**src/rtl/nand_arb_pkg.sv**
```systemverilog
// Shared types and constants for the four-way NAND arbiter.
package nand_arb_pkg;

  localparam int NREQ  = 4;
  localparam int IDX_W = 2;

  typedef enum logic [1:0] {
    IDLE = 2'b00,
    EVAL = 2'b01,
    DONE = 2'b10
  } state_t;

endpackage

```
**src/rtl/nand_rr_pick.sv**
```systemverilog
// Rotate-priority picker: first set request at or after ptr, scanning upward modulo NREQ.
module nand_rr_pick
  import nand_arb_pkg::*;
(
  input  logic [NREQ-1:0]  req,
  input  logic [IDX_W-1:0] ptr,
  output logic             any,
  output logic [IDX_W-1:0] win
);

  logic [IDX_W-1:0] cand;

  // Scan from the lowest priority to the highest so the last hit is the winner.
  always_comb begin
    any  = |req;
    win  = '0;
    cand = '0;
    for (int unsigned i = NREQ; i > 0; i--) begin
      cand = ptr + IDX_W'(i - 1);
      if (req[cand]) win = cand;
    end
  end

endmodule

```
**src/rtl/tt_um_akaur014_nand_arb.sv**
```systemverilog
// Round-robin sequencer sharing one registered NAND unit among four requesters on the tt_um pins.
module tt_um_akaur014_nand_arb
  import nand_arb_pkg::*;
#(
  parameter int NREQ = nand_arb_pkg::NREQ
) (
  input  logic       clk,
  input  logic       rst_n,
  input  logic       ena,
  input  logic [7:0] ui_in,
  input  logic [7:0] uio_in,
  output logic [7:0] uo_out,
  output logic [7:0] uio_out,
  output logic [7:0] uio_oe
);

  logic [NREQ-1:0]  req;
  logic             hold;
  logic             pick_any;
  logic [IDX_W-1:0] pick_win;

  state_t           state_q;
  logic [IDX_W-1:0] ptr_q;
  logic [IDX_W-1:0] idx_q;
  logic             opa_q;
  logic             opb_q;
  logic             yr_q;

  logic             valid_q;
  logic [NREQ-1:0]  gnt_q;
  logic             y_q;
  logic [IDX_W-1:0] idx_out_q;

  assign req  = ui_in[NREQ-1:0];
  assign hold = ui_in[4];

  nand_rr_pick u_pick (
    .req (req),
    .ptr (ptr_q),
    .any (pick_any),
    .win (pick_win)
  );

  // Result strobe is loaded while in DONE, so it is visible the cycle after DONE.
  always_ff @(posedge clk or negedge rst_n) begin
    if (!rst_n) begin
      state_q   <= IDLE;
      ptr_q     <= '0;
      idx_q     <= '0;
      opa_q     <= 1'b0;
      opb_q     <= 1'b0;
      yr_q      <= 1'b0;
      valid_q   <= 1'b0;
      gnt_q     <= '0;
      y_q       <= 1'b0;
      idx_out_q <= '0;
    end else begin
      valid_q <= 1'b0;
      gnt_q   <= '0;
      case (state_q)
        IDLE: begin
          if (!hold && pick_any) begin
            opa_q   <= uio_in[{pick_win, 1'b0}];
            opb_q   <= uio_in[{pick_win, 1'b1}];
            idx_q   <= pick_win;
            state_q <= EVAL;
          end
        end
        EVAL: begin
          yr_q    <= ~(opa_q & opb_q);
          state_q <= DONE;
        end
        DONE: begin
          valid_q   <= 1'b1;
          gnt_q     <= NREQ'(1) << idx_q;
          y_q       <= yr_q;
          idx_out_q <= idx_q;
          ptr_q     <= idx_q + IDX_W'(1);
          state_q   <= IDLE;
        end
        default: state_q <= IDLE;
      endcase
    end
  end

  assign uo_out  = {idx_out_q, valid_q, y_q, gnt_q};
  assign uio_out = '0;
  assign uio_oe  = '0;

  logic unused_ok;
  assign unused_ok = &{1'b0, ena, ui_in[7:5]};

endmodule
```
**config.mk**
```make
export PLATFORM = sky130hd
export DESIGN_NAME = tt_um_akaur014_nand_arb
export DESIGN_NICKNAME = d
export VERILOG_FILES = /design/src/rtl/nand_arb_pkg.sv /design/src/rtl/nand_rr_pick.sv /design/src/rtl/tt_um_akaur014_nand_arb.sv
export SDC_FILE = /design/constraint.sdc
export NUM_CORES = 1
export LEC_CHECK = 0
export ABC_AREA = 1
export CAP_MARGIN = 20
export CORE_AREA = 4 4 54 56
export DETAILED_ROUTE_END_ITERATION = 12
export DIE_AREA = 0 0 58 60
export PLACE_DENSITY = 0.79
export REMOVE_ABC_BUFFERS = 1
export SLEW_MARGIN = 20
export SYNTH_ARGS = -nofsm -noshare
export SYNTH_HDL_FRONTEND = slang
export SYNTH_SLANG_ARGS = --single-unit
```
**constraint.sdc**
```tcl
create_clock -name clk -period 3.3 [get_ports clk]
set_input_delay 0.825 -clock clk [delete_from_list [all_inputs] [get_ports clk]]
set_output_delay 0.825 -clock clk [all_outputs]
set_load 0.005 [all_outputs]
```
==> impl_metrics.ini <==
[cells_and_area]
final_common_cell = nand2_1
multi_input_area_sq_um = 516.7
syn2layout_area_growth_pct = 19.03
fill_cells = 246
most-common-layout-cells = 39 x nand2_1, 22 x clkdlybuf4s50_1, 17 x dfrtp_1
insertedDiodeCount = 0
fin_util_pct = 53.09
fin_nets = 184
stdcell_area_sq_um = 1291
drive_gt1_share_pct = 13.75
instances_no_fill = 190
register_area_sq_um = 425.4

[yosys]
ys_seq_area_share_pct = 39.22
avgSynthCellArea_sq_um = 7.918
synth_top_area_cell = dfrtp_1
yosysUniqueCellTypes = 18
synth_warnings = 0
synth_area_leaders = dfrtp_1 39%, nand2_1 13%, buf_4 12%
ys_ff_latch = 17
syn-instance-count = 137
synth_top_area_share_pct = 39.22
syn_area_sq_um = 1085

[cts]
cts_buffers = 3
cts_resized = 0
clk_pin_slew_ps = 100
tritoncts = yes
cts_setup_buffers = 0
clockBufferDepth = 2
htreeDepth = 1
clock_latency_ps = 280
cts_num_sinks = 17
root_buffer = clkbuf_4
cts_hold_buffers = 0

[drt]
wl_met1_um = 811
wl_per_cell_um = 9.811
route.met3.wl_um = 137
drt_first_pass_iters = 4
drtIter0Drc = 19
ant_nets = 0
vias = 849
routed_via_density = 4.468
met2_length_um = 915
wl_um = 1864
top_layer = met3
drc = 0

[pwr]
power_density_nw_per_um2 = 735.3
ir_worst_vdd_uv = 475.9
p_leak_nw = 0.6862

[sta]
setup_viol = 0
max-slew-margin-rel_pct = 51.02
tightest_slew_ps = 732.4
finalMaxSlewViolations = 0
clock_skew_ps = 8.205
finalCritPeriodShare_pct = 61.56
final_hold_viol_count = 0
period_minus_slack_ps = 2032
grt_setup_unrepaired = false
tns_ps = 0
fmax_mhz = 492.2

[floorplan]
start_util_pct = 44.60
die_x_um = 58
dieArea_sq_um = 3480
row_count = 18
fp.coreArea_sq_um = 2432
ios = 43
die_h_um = 60

[placed_design]
gp_congestion = 0.7376
dp.cells = 186
io_buffers = 22
dp_hpwl_um = 1544
place_area_sq_um = 1264

[hold_path]
min_from = opb_q
hp-class = reg2reg
min_path_cells = 1
min_to = yr_q

[grt]
grt_usage_pct = 11.59
antenna_found_initial = 0
grt_pass1_wl_um = 3139
grt_pass1_vias = 793
grt.overflow.total = 0
grt_max_degree = 18

[setup_path]
worstSetupStartpointType = input port
crit_path_end_kind = flop
ff2ff_path_depth = 12
r2r_start = ptr_q[0]
worstPathRequired_ps = 3470
crit_type = in2reg
cp.arrival_ps = 2200
r2r_slack_ps = 1670
crit_fanout = 5
timing.rr.end = opb_q

[flow_run]
maxCapViolCount = 0

[outcome]
status = completed
## metal layers
layer | track usage, % | up-vias
met3 | 2.592 | 0
li1 | - | 438
met4 | 5.629 | 0
met1 | 14.00 | 383
met2 | 19.52 | 28
met5 | 0 | -
## cell usage after synthesis
cell type	instances
ha_1	4
a21oi_1	1
nand3_1	7
a21oi_4	1
o21bai_1	1
inv_1	15
nand3_2	7
nand2_2	7
inv_2	2
a41oi_1	1
conb_1	1
dfrtp_1	17
o21ai_0	3
nor2_1	11
nand2_4	1
nand2_1	39
a31oi_1	1
buf_4	18
## worst max path at each step
stage                   from    end  slack (ps)  cells past startpoint
global route        ui_in[3]  opb_q        1140                     13
CTS                 ui_in[3]  opb_q        1290                     12
global placement    ui_in[0]  opa_q        1020                      7
detailed placement  ui_in[3]  opb_q         980                     12
floorplan           ui_in[1]  opa_q        1570                     12
finish              ui_in[3]  opb_q        1270                     12
## stage by stage
step	power [mW]	setup WS [ps]	hold WS, ps
6_report	0.9494	1268	449.0
2_1_floorplan	0.7014	1566	423.8
4_1_cts	0.9581	1288	453.1
3_5_place_dp	0.8472	978.5	444.6
3_3_place_gp	0.8269	1024	440.0
5_1_grt	1.048	1143	476.3
## power breakdown
part	internal, mW	switching, mW	leakage, nW
sequential	0.275	0.0529	0.212
combinational	0.208	0.308	0.456
clock	0.0449	0.0603	0.0177
total	0.528	0.421	0.686
## logic make-up (layout without fill, tap and decap cells)
logic type / Yosys count / count (layout) / synth area share, %
compound gates: 8 / 8 / 5.421
fa+ha+maj: 4 / 4 / 4.614
buf+inv: 35 / 43 / 18.34
flops: 17 / 17 / 39.22
other cells: 1 / 16 / 0.3457
simple gates: 72 / 72 / 32.06
## final cells by class
cell class	instances	share of cell area [%]
Sequential cell	17	32.95
Timing Repair Buffer	22	17.05
Inverter	17	4.942
Tap cell	30	2.907
Multi-Input combinational cell	100	40.02
Clock buffer	3	1.744
Clock inverter	1	0.3876
## flip-flops by register name, summed over array words and instances (netlist names)
signal,count
idx_q,2
idx_out_q,2
state_q,2
valid_q,1
ptr_q,2
yr_q,1
gnt_q,4
opb_q,1
opa_q,1
y_q,1
## worst max-delay path: stages
cell and delay (ps):
clkdlybuf4s50_1 500, inv_1 60, nand2_1 90, nand3_2 90, nand2_1 90, nand3_2 90
nand3_2 140, nand2_4 80, nand2_1 60, nand2_1 50, nand2_1 70, nand3_2 70
Power figures use the tool's default switching activity.
